[src/rtl/afp3_actag_chk_pkg.sv]
// ---------------------------------------------------------------------------
// afp3_actag_chk_pkg
// Shared definitions for the acTag checker: command opcodes the checker
// recognises, the error codes it reports, the capture FSM state type and
// the stage-0 command record.
// ---------------------------------------------------------------------------
package afp3_actag_chk_pkg;

  localparam logic [7:0] ASSIGN_ACTAG = 8'h50;
  localparam logic [7:0] RD_WNITC     = 8'h10;
  localparam logic [7:0] PR_RD_WNITC  = 8'h12;
  localparam logic [7:0] DMA_W        = 8'h20;
  localparam logic [7:0] DMA_W_BE     = 8'h28;
  localparam logic [7:0] DMA_PR_W     = 8'h30;
  localparam logic [7:0] INTRP_REQ    = 8'h58;

  localparam logic [1:0] ERR_NONE       = 2'b00;
  localparam logic [1:0] ERR_UNASSIGNED = 2'b01;
  localparam logic [1:0] ERR_RANGE      = 2'b10;

  typedef enum logic {
    CAP_ARMED = 1'b0,
    CAP_HELD  = 1'b1
  } cap_state_t;

  typedef struct packed {
    logic [7:0]  opcode;
    logic [11:0] actag;
    logic [15:0] bdf;
    logic [19:0] pasid;
  } cmd_t;

  // True for every opcode that carries an acTag which must resolve
  // through the table (everything except the assign itself).
  function automatic logic is_use_op(input logic [7:0] op);
    logic w_use;
    w_use = 1'b0;
    case (op)
      RD_WNITC, PR_RD_WNITC, DMA_W, DMA_W_BE, DMA_PR_W, INTRP_REQ: w_use = 1'b1;
      default: w_use = 1'b0;
    endcase
    return w_use;
  endfunction

endpackage

[src/rtl/afp3_actag_chk_errcap.sv]
// ---------------------------------------------------------------------------
// afp3_actag_chk_errcap
// Saturating error counter plus first-error capture FSM.
//   clock, reset      sole clock, synchronous active-high reset
//   i_err             error pulse from the lookup stage
//   i_err_code        code of that error
//   i_opcode, i_actag command that caused it
//   i_err_clr         MMIO pulse: zero counter and rearm capture
//   o_err_cnt         saturating error count
//   o_cap_held        capture holds an error
//   o_cap_opcode/o_cap_actag/o_cap_code  captured first error
// ---------------------------------------------------------------------------
module afp3_actag_chk_errcap
  import afp3_actag_chk_pkg::*;
#(
  parameter int CNT_W = 16
) (
  input  logic             clock,
  input  logic             reset,
  input  logic             i_err,
  input  logic [1:0]       i_err_code,
  input  logic [7:0]       i_opcode,
  input  logic [11:0]      i_actag,
  input  logic             i_err_clr,
  output logic [CNT_W-1:0] o_err_cnt,
  output logic             o_cap_held,
  output logic [7:0]       o_cap_opcode,
  output logic [11:0]      o_cap_actag,
  output logic [1:0]       o_cap_code
);

  localparam logic [CNT_W-1:0] CNT_ONE = CNT_W'(1);
  localparam logic [CNT_W-1:0] CNT_MAX = {CNT_W{1'b1}};

  cap_state_t       r_state;
  cap_state_t       w_state_next;
  logic             w_capture;
  logic [CNT_W-1:0] r_err_cnt;
  logic [7:0]       r_cap_opcode;
  logic [11:0]      r_cap_actag;
  logic [1:0]       r_cap_code;

  // Next-state logic. The clear is applied first, so an error arriving in
  // the same cycle as the clear sees an armed FSM and gets captured.
  always_comb begin
    w_state_next = r_state;
    w_capture    = 1'b0;
    if (i_err_clr) begin
      w_state_next = CAP_ARMED;
    end
    if (i_err && (i_err_clr || (r_state == CAP_ARMED))) begin
      w_capture    = 1'b1;
      w_state_next = CAP_HELD;
    end
  end

  // Capture state register.
  always_ff @(posedge clock) begin
    if (reset) begin
      r_state <= CAP_ARMED;
    end else begin
      r_state <= w_state_next;
    end
  end

  // Captured error fields; a rearm wipes them so a stale capture is never
  // mistaken for a fresh one.
  always_ff @(posedge clock) begin
    if (reset) begin
      r_cap_opcode <= '0;
      r_cap_actag  <= '0;
      r_cap_code   <= ERR_NONE;
    end else if (w_capture) begin
      r_cap_opcode <= i_opcode;
      r_cap_actag  <= i_actag;
      r_cap_code   <= i_err_code;
    end else if (i_err_clr) begin
      r_cap_opcode <= '0;
      r_cap_actag  <= '0;
      r_cap_code   <= ERR_NONE;
    end
  end

  // Saturating error counter. A clear coincident with an error leaves the
  // count at one because that error is counted after the clear.
  always_ff @(posedge clock) begin
    if (reset) begin
      r_err_cnt <= '0;
    end else if (i_err_clr) begin
      r_err_cnt <= {{(CNT_W-1){1'b0}}, i_err};
    end else if (i_err && (r_err_cnt != CNT_MAX)) begin
      r_err_cnt <= r_err_cnt + CNT_ONE;
    end
  end

  assign o_err_cnt    = r_err_cnt;
  assign o_cap_held   = (r_state == CAP_HELD);
  assign o_cap_opcode = r_cap_opcode;
  assign o_cap_actag  = r_cap_actag;
  assign o_cap_code   = r_cap_code;

endmodule

[config.mk]
export PLATFORM = sky130hd
export DESIGN_NAME = afp3_actag_chk_errcap
export DESIGN_NICKNAME = d
export VERILOG_FILES = /design/src/rtl/afp3_actag_chk_pkg.sv /design/src/rtl/afp3_actag_chk_errcap.sv
export SDC_FILE = /design/constraint.sdc
export NUM_CORES = 1
export LEC_CHECK = 0
export BUFFER_PORTS_ARGS = -buffer_cell sky130_fd_sc_hd__buf_2
export CAP_MARGIN = 20
export CORE_ASPECT_RATIO = 0.7
export CORE_MARGIN = 5
export CORE_UTILIZATION = 44
export CTS_BUF_LIST = sky130_fd_sc_hd__clkbuf_4 sky130_fd_sc_hd__clkbuf_8 sky130_fd_sc_hd__clkbuf_16
export DETAILED_ROUTE_END_ITERATION = 16
export HOLD_SLACK_MARGIN = 0.02
export PLACE_DENSITY = 0.81
export SYNTH_ARGS = -nofsm -noshare
export SYNTH_HDL_FRONTEND = slang
export SYNTH_SLANG_ARGS = --single-unit
export TNS_END_PERCENT = 100
[constraint.sdc]
create_clock -name clock -period 1.6 [get_ports clock]
set_input_delay 0.24 -clock clock [delete_from_list [all_inputs] [get_ports clock]]
set_output_delay 0.24 -clock clock [all_outputs]
set_load 0.03 [all_outputs]
Word level (Yosys, flattened, before mapping)
Cells that the tools add are included.
{"block": "totals", "out_inout_bits": 39, "n_memories": 0, "register_bits": 39, "inputBits": 26, "romBits": 0, "elab_cells": 27, "latchBits": 0, "ram_bits": 0}
{"block": "op_classes", "add_sub_neg": 1, "n_div": 0, "order_cmp": 0, "bitwise_logic": 1, "n_eq_ne": 1, "n_mux": 11, "shifts": 0, "multipliers": 0, "reduce_logical": 7}
{"cell": "$mux W12", "count": 2}
{"cell": "$add A16 B1 Y16 const B", "count": 1}
{"cell": "$mux W8", "count": 2}
{"cell": "$ne A16 B16 Y1 const B", "count": 1}
{"cell": "$reduce_bool A2 Y1", "count": 3}
{"cell": "$mux W1", "count": 5}
{"cell": "$mux W2", "count": 2}
{"cell": "$logic_and A1 B1 Y1", "count": 2}
{"cell": "$reduce_or A2 Y1", "count": 1}
{"cell": "$logic_or A1 B1 Y1", "count": 1}
{"cell": "$not A1 Y1", "count": 1}

Logic depth before layout (Yosys ltp)
Gate-level depths: netlist (run 1).
{"block": "depth", "depth_word": 5, "mapped_depth": 5, "mapped_depth_nobuf": 5}

Worst setup path before layout (run 1)
Ideal clock, no wire load.
{"block": "synth_path", "path_type": "reg-to-reg", "from": "register r_err_cnt[0] (netlist: o_err_cnt[0])", "to": "register r_err_cnt[11] (netlist: o_err_cnt[11])", "path_buffers": 0, "arrival_ps": 1757, "setup_ps": 70, "path_slack_ps": -227, "synth_period_minus_slack_ps": 1827, "required_time_ps": 1530, "path_stages_with_launch": 6, "cell_sequence": "dfxtp_1 > ha_1 > and4_1 > and3_4 > or4_1 > a21oi_1"}
{"block": "synth_via", "elab_chain_len": 2, "word_cells_on_any_way": 3, "classes_between": "1 x add/sub; 1 x eq/ne; 1 x reduce/logical"}
{"item": "from (decl)", "line": "afp3_actag_chk_errcap.sv:38", "text": "logic [CNT_W-1:0] r_err_cnt;"}
{"item": "from (signal assigned)", "line": "afp3_actag_chk_errcap.sv:90", "text": "r_err_cnt <= {{(CNT_W-1){1'b0}}, i_err};"}
{"item": "from (signal assigned)", "line": "afp3_actag_chk_errcap.sv:92", "text": "r_err_cnt <= r_err_cnt + CNT_ONE;"}
{"item": "parallel branches: the longest is 2 deep, another holds $add A16 B1 Y16"}
Parallel ways; which one is timed is not known.
A chain may end at the register's enable or synchronous reset.

Worst setup path after layout (run 1)
{"block": "layout_path", "from": "register r_err_cnt[0] (netlist: o_err_cnt[0])", "to": "register r_err_cnt[7] (netlist: o_err_cnt[7])"}
Same word-level chain as after synthesis.

==> results of run 1 <==
[per-stage QoR]
step	utilization	std cells	total power [W]	hold slack (ps)	setup slack, ps
3_3_place_gp	0.565	316	0.00128	469	43.9
3_5_place_dp	0.565	316	0.00128	474	18.3
6_report	0.609	324	0.00217	182	24.4
2_1_floorplan	-	202	0.00119	376	-16.2
4_1_cts	0.599	324	0.00220	173	2.94
5_1_grt	0.609	324	0.00226	175	-18.7
[final timing paths]
kind / startpoint / depth (start not counted) / end / slack (ps)
setup / recovery: o_err_cnt[0]$_SDFFE_PP0P_ / 6 / o_err_cnt[7]$_SDFFE_PP0P_ / 20
setup reg to reg: o_err_cnt[0]$_SDFFE_PP0P_ / 6 / o_err_cnt[7]$_SDFFE_PP0P_ / 20
hold / removal: i_actag[10] / 3 / o_cap_actag[10]$_SDFFE_PP0P_ / 180
hold reg to reg: o_cap_actag[10]$_SDFFE_PP0P_ / 2 / o_cap_actag[10]$_SDFFE_PP0P_ / 490
[cell type report]
type / count / area, sq um / share of cell area
Clock buffer: 7 / 101 / 0.0427
Clock inverter: 1 / 30.0 / 0.0126
Inverter: 2 / 7.51 / 0.00316
Multi-Input combinational cell: 149 / 970 / 0.408
Sequential cell: 39 / 807 / 0.340
Tap cell: 52 / 65.1 / 0.0274
Timing Repair Buffer: 74 / 395 / 0.166
[layout by cell type, fill, tap and decap left out, types with 3 or more instances in the layout]
cell type | synthesis | final
a21oi_1 | 35 | 33
a41oi_1 | 3 | 3
buf_2 | 4 | 64
buf_4 | 0 | 10
clkbuf_8 | 0 | 5
dfxtp_1 | 39 | 26
dfxtp_2 | 0 | 9
dfxtp_4 | 0 | 4
nand2_1 | 27 | 27
nand3_1 | 6 | 6
nand3b_1 | 22 | 22
nand4_1 | 4 | 4
o21a_1 | 3 | 3
o21ai_0 | 5 | 5
o31ai_1 | 6 | 6
or3_1 | 3 | 3
or4_1 | 7 | 6
[tightest hold or removal path, stage by stage]
cell and delay (ps):
buf_2 90, nand2_1 40, a21oi_1 50
[metal layers]
| layer | vias up | routed length [um] | global-route usage |
|---|---|---|---|
| met4 | 0 | 59 | 0.0534 |
| met1 | 795 | 2250 | 0.248 |
| met5 | - | 0 | 0 |
| met2 | 45 | 2100 | 0.270 |
| met3 | 7 | 249 | 0.0469 |
| li1 | 891 | - | - |
[synthesized netlist by cell type]
library cell / count
nand2b_1: 1
and3_4: 2
and3_1: 1
o41ai_1: 1
and4_1: 2
nor4_4: 1
a2111oi_0: 1
o21ai_1: 2
dfxtp_1: 39
and2_2: 1
inv_1: 2
nand3_4: 1
nor3_1: 2
o21a_1: 3
and2_0: 1
nand4_1: 4
ha_1: 1
nand3b_1: 22
and4_4: 1
a211oi_1: 1
dlygate4sd1_1: 1
a21oi_1: 35
or3_1: 3
nand3_1: 6
o311ai_0: 1
or2_2: 1
or4_1: 7
nand4_2: 2
nor3b_1: 1
o31ai_1: 6
nand2_1: 27
clkbuf_1: 7
buf_2: 4
a41oi_1: 3
o21ai_0: 5
nor2b_1: 1
nor2_1: 3
[power by group]
| part | internal (W) | switching [W] | total [W] |
|---|---|---|---|
| Clock | 0.000578 | 0.000343 | 0.000920 |
| Sequential | 0.000996 | 0.0000174 | 0.00101 |
| Combinational | 0.0000835 | 0.000155 | 0.000239 |
| Total | 0.00166 | 0.000516 | 0.00217 |
[sequential cells by signal, summed over array words and instances, names as in the netlist]
name,count
o_cap_actag,12
o_cap_code,2
o_cap_held,1
o_cap_opcode,8
o_err_cnt,16
[cells by family after synthesis]
kind of cell	count (synthesis)	share of synthesized area
buffers and inverters	14	0.0354
AO/OA/AOI/OAI	58	0.191
flip-flops	39	0.441
adder cells (fa/ha/maj)	1	0.00707
AND/OR/NAND/NOR	90	0.325
==> flow_metrics.tcl, run 1 <==
set metrics [dict create \
    antennaDiodeCount 0 \
    start_util 0.454 \
    required_ps 1810 \
    cts_buffers 5 \
    core.rowCount 19 \
    synth_cell_type_count 37 \
    drive_above_1_share 0.401 \
    min_period_ps 1580 \
    grt_max_degree 26 \
    postCtsHoldBufs 0 \
    syn_area_sq_um 1770 \
    worst_setup_path_end_kind "flop" \
    clock-sinks 39 \
    grt.overflow.total 0 \
    h-tree-depth 2 \
    gp_congestion 0.790 \
    initialDrtViolationCount 116 \
    cts_resized 0 \
    critPathMaxStageDelay_ps 440 \
    critical_path.cell_chain "ha_4 > nand4_1 > nor4_4 > buf_4 > or4_1 > a21oi_2" \
    die-width_um 85.8 \
    yosysWarnings 0 \
    clk_pin_slew_ps 80 \
    finalCritPeriodShare 0.985 \
    grt_pass1_wl_um 7860 \
    path_class "reg2reg" \
    synth.area.top_cells "dfxtp_1 (44%), a21oi_1 (9.9%), nand3b_1 (9.3%)" \
    detail-route-antenna-nets 0 \
    ir_worst_vdd_uv 657 \
    die_area_sq_um 5410 \
    syn_nets 229 \
    outcome "complete, no violations" \
    finalWirelength_um 4650 \
    vias 1738 \
    boundaryPins 65 \
    final_max_slew_viol_count 0 \
    rsz0062_at_grt "true" \
    syn_inst 202 \
    slew_headroom 0.746 \
    crit_slowest_cell "or4_1" \
    first_global_vias 1647 \
    path_delay_family "simple AND/OR/NAND/NOR gates" \
    synth.largest_area_cell "dfxtp_1" \
    placed_area_sq_um 2200 \
    fmax_mhz 635 \
    cts_tree "yes" \
    routedWlPerCell_um 14.4 \
    drcViolationCount 0 \
    min_path_type "in2reg" \
    area_delta_synth_final_pct 34.3 \
    grt_util_all_layers 0.178 \
    nNetsFinal 298 \
    setup_violations 0 \
    grt_antenna_before_repair 0 \
    fp.dieH_um 63.1 \
    worstPathArrival_ps 1790 \
    fin_area_sq_um 2380 \
    worst-path-buf-inv 1 \
    postCtsSetupRepairBufs 0 \
    start_kind "flop" \
    cts_max_path_buffers 2 \
    dr.pass1.iters 4 \
    synth.avg_cell_area_sq_um 8.76 \
    cts-root-buf "clkbuf_8" \
    finalHoldViolCount 0 \
    ys_seq_area_frac 0.441 \
    fill_cells 352 \
    avgViaCountPerCell 5.36 \
    finalClockSkew_ps 4.37 \
    worst_pin_slew_ps 371 \
    totalNegativeSetupSlack_ps 0 \
    cp_max_fo 10 \
    synth_top_area_frac 0.441 \
    leakage_nw 0.986 \
    ys_ff_latch 39 \
    clkLatencyLatePin_ps 290 \
    cap_violations 0 \
    core_sq_um 3900 \
    io_buffers 64 \
    dp_hpwl_um 3240 \
    p_per_area_nw_per_um2 915 \
]
Power figures use the tool's default switching activity.
==> run 2: changes to the inputs <==
--- a/config.mk
+++ b/config.mk
@@ -8,7 +8,7 @@
 export BUFFER_PORTS_ARGS = -buffer_cell sky130_fd_sc_hd__buf_2
 export CAP_MARGIN = 20
 export CORE_ASPECT_RATIO = 0.7
-export CORE_MARGIN = 5
+export CORE_MARGIN = 1
 export CORE_UTILIZATION = 44
 export CTS_BUF_LIST = sky130_fd_sc_hd__clkbuf_4 sky130_fd_sc_hd__clkbuf_8 sky130_fd_sc_hd__clkbuf_16
 export DETAILED_ROUTE_END_ITERATION = 16
==> flow_metrics.tcl, run 2 (same netlist as run 1, synthesis figures left out) <==
set metrics [dict create \
    setup_violations 0 \
    fp.dieH_um 55.1 \
    dr.pass1.iters 4 \
    gp_congestion 0.793 \
    final_max_slew_viol_count 0 \
    finalHoldViolCount 0 \
    intPower_w 0.00142 \
    boundaryPins 65 \
    worst_setup_path_end_kind "flop" \
    grt.overflow.total 0 \
    worst-path-buf-inv 0 \
    combinationalPowerShare 0.128 \
    wirelength_met1_um 2230 \
    seqPwrFrac 0.532 \
    finalClockSkew_ps 4.51 \
    grt_antenna_before_repair 0 \
    p_sw_w 0.000487 \
    finalWirelength_um 4640 \
    sw_frac_of_total 0.255 \
    min_path_type "in2reg" \
    grt_pass1_wl_um 7070 \
    leakage_nw 0.978 \
    core_sq_um 3670 \
    area_delta_synth_final_pct 33.0 \
    crit_slowest_cell "or4_4" \
    p_per_area_nw_per_um2 810 \
    antennaDiodeCount 0 \
    ir_worst_vdd_uv 639 \
    fmax_mhz 634 \
    clk_pin_slew_ps 70 \
    place_inst 314 \
    p_clk_frac 0.340 \
    clkLatencyLatePin_ps 290 \
    outcome "complete, no violations" \
    drive_above_1_share 0.411 \
    required_ps 1820 \
    vias 1813 \
    route.top_layer_used "met4" \
    cap_violations 0 \
    io_buffers 64 \
    initialDrtViolationCount 89 \
    finalCritPeriodShare 0.987 \
    total_power_w 0.00191 \
    worst_pin_slew_ps 342 \
    final_cell_mix "buf_2 (64), a21oi_1 (32), nand2_1 (27), dfxtp_1 (27), nand3b_1 (22)" \
    detail-route-antenna-nets 0 \
    avgViaCountPerCell 5.58 \
    h-tree-depth 2 \
    drcViolationCount 0 \
    cts_tree "yes" \
    nNetsFinal 302 \
    rsz0062_at_grt "true" \
    cts_max_path_buffers 2 \
    cts_buffers 5 \
    wl_met2_um 2100 \
    first_global_vias 1475 \
    cp_max_fo 6 \
    largest_register_ffs 16 \
    die_area_sq_um 4280 \
    final_common_cell "buf_2" \
    path_delay_family "simple AND/OR/NAND/NOR gates" \
    start_kind "flop" \
    worstPathArrival_ps 1790 \
    core.rowCount 18 \
    min_period_ps 1580 \
    critical_path.cell_chain "ha_4 > and4_1 > and3_4 > or4_4 > a21oi_2" \
    slew_headroom 0.771 \
    clock-sinks 39 \
    start_util 0.482 \
    final_cells 325 \
    die-width_um 77.8 \
    critPathMaxStageDelay_ps 480 \
    grt_max_degree 26 \
    dr_wl_met3_um 270 \
    grt_util_all_layers 0.219 \
    routedWlPerCell_um 14.3 \
    cts-root-buf "clkbuf_8" \
    dp_hpwl_um 3120 \
    path_class "reg2reg" \
]
-- run 2: worst min-delay path: cells and delay by family --
| kind | cells | cell delay [ps] |
|---|---|---|
| AO/OA/AOI/OAI | 1 | 50 |
| buffers and inverters | 1 | 90 |
| AND/OR/NAND/NOR | 1 | 40 |
-- run 2: area by class of cell --
cell class	count	area, sq um
sequential	39	803
multi-input combinational	149	970
clock buffer	7	83.8
tap	50	62.6
timing repair buffer	78	425
fill	333	1320
inverter	2	7.51
-- run 2: path summary, 6_finish.rpt --
path / from / end / slack [ps] / cells past startpoint
worst min register to register: o_cap_opcode[1]$_SDFFE_PP0P_ / o_cap_opcode[1]$_SDFFE_PP0P_ / 490 / 2
worst max register to register: o_err_cnt[1]$_SDFFE_PP0P_ / o_err_cnt[11]$_SDFFE_PP0P_ / 20 / 5
worst min-delay path: i_err_code[0] / o_cap_code[0]$_SDFFE_PP0P_ / 190 / 3
worst max-delay path: o_err_cnt[1]$_SDFFE_PP0P_ / o_err_cnt[11]$_SDFFE_PP0P_ / 20 / 5
-- run 2: stage by stage --
step | util | area [sq um] | setup slack (ps) | TNS [ps] | hold slack, ps
after floorplan | - | 1800 | -16.2 | -16.2 | 376
after global placement | 0.600 | 2200 | 45.1 | 0 | 468
after detailed placement | 0.600 | 2200 | -60.3 | -60.3 | 474
after CTS | 0.627 | 2300 | 29.5 | 0 | 181
after global routing | 0.641 | 2350 | -33.8 | -49.6 | 187
final | 0.641 | 2350 | 21.5 | 0 | 188
-- run 2: timing repair --
item                                    in CTS  in global routing
buffers inserted                             1                  3
pin swaps                                    2                  5
hold buffers                                 0                  0
endpoints found under the setup margin       3                 13
resized for setup                            3                  9
-- run 2: per-layer routing --
metal | global-route usage | up-vias
met2 | 0.330 | 49
li1 | - | 896
met3 | 0.0607 | 7
met5 | 0 | -
met1 | 0.305 | 861
met4 | 0.0660 | 0
-- run 2: power groups by stage --
stage / Combinational (W) / Sequential [W] / Clock [W]
after detailed placement: 0.000238 / 0.00104 / 0
after global routing: 0.000266 / 0.00102 / 0.000708
final: 0.000244 / 0.00101 / 0.000647
after floorplan: 0.0000901 / 0.00110 / 0
after CTS: 0.000243 / 0.00102 / 0.000663
after global placement: 0.000236 / 0.00104 / 0
==> run 3: changes to the inputs <==
--- a/config.mk
+++ b/config.mk
@@ -5,7 +5,7 @@
 export SDC_FILE = /design/constraint.sdc
 export NUM_CORES = 1
 export LEC_CHECK = 0
-export BUFFER_PORTS_ARGS = -buffer_cell sky130_fd_sc_hd__buf_2
+export BUFFER_PORTS_ARGS = -buffer_cell sky130_fd_sc_hd__buf_4
 export CAP_MARGIN = 20
 export CORE_ASPECT_RATIO = 0.7
 export CORE_MARGIN = 1
==> constraint.sdc (replaced) <==
create_clock -name clock -period 1.6 [get_ports clock]
set_input_delay 0.24 -clock clock [delete_from_list [all_inputs] [get_ports clock]]
set_output_delay 0.24 -clock clock [all_outputs]
set_load 0.02 [all_outputs]
==> flow_metrics.tcl, run 3 (same netlist as run 1, synthesis figures left out) <==
set metrics [dict create \
    placed_area_sq_um 2410 \
    setup_violations 0 \
    grt_max_degree 26 \
    antennaDiodeCount 0 \
    worst_setup_path_end_kind "flop" \
    r2r-start "o_err_cnt[0]$_SDFFE_PP0P_" \
    setup_ws_ps 44.6 \
    fmax_mhz 643 \
    worst_pin_slew_ps 319 \
    io_buffers 64 \
    intPower_w 0.00146 \
    p_clk_frac 0.338 \
    fin_area_sq_um 2560 \
    total_power_w 0.00193 \
    cp_max_fo 6 \
    worstHoldStart "i_opcode[4]" \
    largest_register_ffs 16 \
    cts_tree "yes" \
    start_kind "flop" \
    seqPwrFrac 0.527 \
    dr.pass1.iters 4 \
    slew_headroom 0.787 \
    outcome "complete, no violations" \
    boundaryPins 65 \
    routedWlPerCell_um 15.0 \
    final_common_cell "buf_4" \
    combinationalPowerShare 0.135 \
    fill_cells 290 \
    grt.overflow.total 0 \
    clock-sinks 39 \
    finalWirelength_um 4940 \
    rsz0062_at_grt "true" \
    avgViaCountPerCell 5.50 \
    final_cell_mix "buf_4 (81), a21oi_1 (32), nand2_1 (27), dfxtp_1 (27), nand3b_1 (22)" \
    area_delta_synth_final_pct 44.8 \
    worstPathArrival_ps 1780 \
    grt_util_all_layers 0.230 \
    dp_hpwl_um 3380 \
    detail-route-antenna-nets 0 \
    ir_worst_vdd_uv 552 \
    cts-root-buf "clkbuf_8" \
    nNetsFinal 306 \
    die_area_sq_um 4280 \
    finalClockSkew_ps 3.87 \
    timing.hold.ws_ps 195 \
    h-tree-depth 2 \
    vias 1811 \
    first_global_vias 1592 \
    fp.dieH_um 55.1 \
    required_ps 1820 \
    p_sw_w 0.000473 \
    sw_frac_of_total 0.245 \
    path_class "reg2reg" \
    cap_violations 0 \
    dpl_worst_slack_ps 9.42 \
    clkLatencyLatePin_ps 290 \
    clk_pin_slew_ps 70 \
    p_per_area_nw_per_um2 753 \
    seq_area_sq_um 801 \
    cts_max_path_buffers 2 \
    final_max_slew_viol_count 0 \
    finalCritPeriodShare 0.972 \
    min_period_ps 1560 \
    grt_pass1_wl_um 7450 \
    leakage_nw 1.04 \
    core.rowCount 18 \
    min_path_type "in2reg" \
    finalHoldViolCount 0 \
    critPathLaunch "o_err_cnt[0]$_SDFFE_PP0P_" \
    cts_buffers 5 \
    multi_input_area_sq_um 980 \
    drive_above_1_share 0.430 \
    initialDrtViolationCount 211 \
    grt_antenna_before_repair 0 \
    totalNegativeSetupSlack_ps 0 \
    start_util 0.482 \
    core_sq_um 3670 \
    gp_congestion 0.809 \
    drcViolationCount 0 \
    die-width_um 77.8 \
]
[run 3: cell types whose count changed in the layout (fill, tap and decap cells not counted), sizes merged]
cell	change
buf	+4
[run 3: final timing paths]
| path | end | depth (start not counted) | slack (ps) |
|---|---|---|---|
| worst max-delay path | o_err_cnt[11]$_SDFFE_PP0P_ | 5 | 40 |
| worst min-delay path | o_cap_opcode[4]$_SDFFE_PP0P_ | 3 | 190 |
| worst max register to register | o_err_cnt[11]$_SDFFE_PP0P_ | 5 | 40 |
| worst min register to register | o_cap_actag[8]$_SDFFE_PP0P_ | 2 | 490 |
[run 3: metal layers]
| metal | up-vias | share of wire | track usage |
|---|---|---|---|
| met3 | 7 | 0.058 | 0.0705 |
| met4 | 0 | 0.0097 | 0.0755 |
| met5 | - | 0 | 0 |
| met1 | 843 | 0.48 | 0.311 |
| met2 | 57 | 0.46 | 0.351 |
| li1 | 904 | - | - |
[run 3: power by group through the flow]
| stage | clock [W] | sequential [W] | combinational [W] |
|---|---|---|---|
| after floorplan | 0 | 0.00108 | 0.0000902 |
| after global placement | 0 | 0.00104 | 0.000254 |
| after global routing | 0.000708 | 0.00102 | 0.000282 |
| final | 0.000652 | 0.00102 | 0.000260 |
| after CTS | 0.000671 | 0.00102 | 0.000260 |
| after detailed placement | 0 | 0.00104 | 0.000256 |
[run 3: per-stage QoR]
step / instances / util
detailed placement: 320 / 0.656
global route: 329 / 0.698
global placement: 320 / 0.656
finish: 329 / 0.698
floorplan: 202 / -
CTS: 328 / 0.681
[run 3: cell type report]
class                           instances  share of cell area
Sequential cell                        39               0.312
Tap cell                               50              0.0244
Clock buffer                            7              0.0327
Timing Repair Buffer                   82               0.245
Inverter                                2             0.00293
Multi-Input combinational cell        149               0.382
[run 3: what timing repair did]
action,CTS,global route
resized for setup,0,22
pin swaps,0,5
setup buffers,1,1
hold buffers,0,0
endpoints found under the setup margin,1,12
[run 3: worst max-delay path, cell delays in order, from the launching register on]
cell and delay (ps):
dfxtp_4 360, ha_4 160, and4_4 140, and3_4 190, or4_4 510, a21oi_2 130
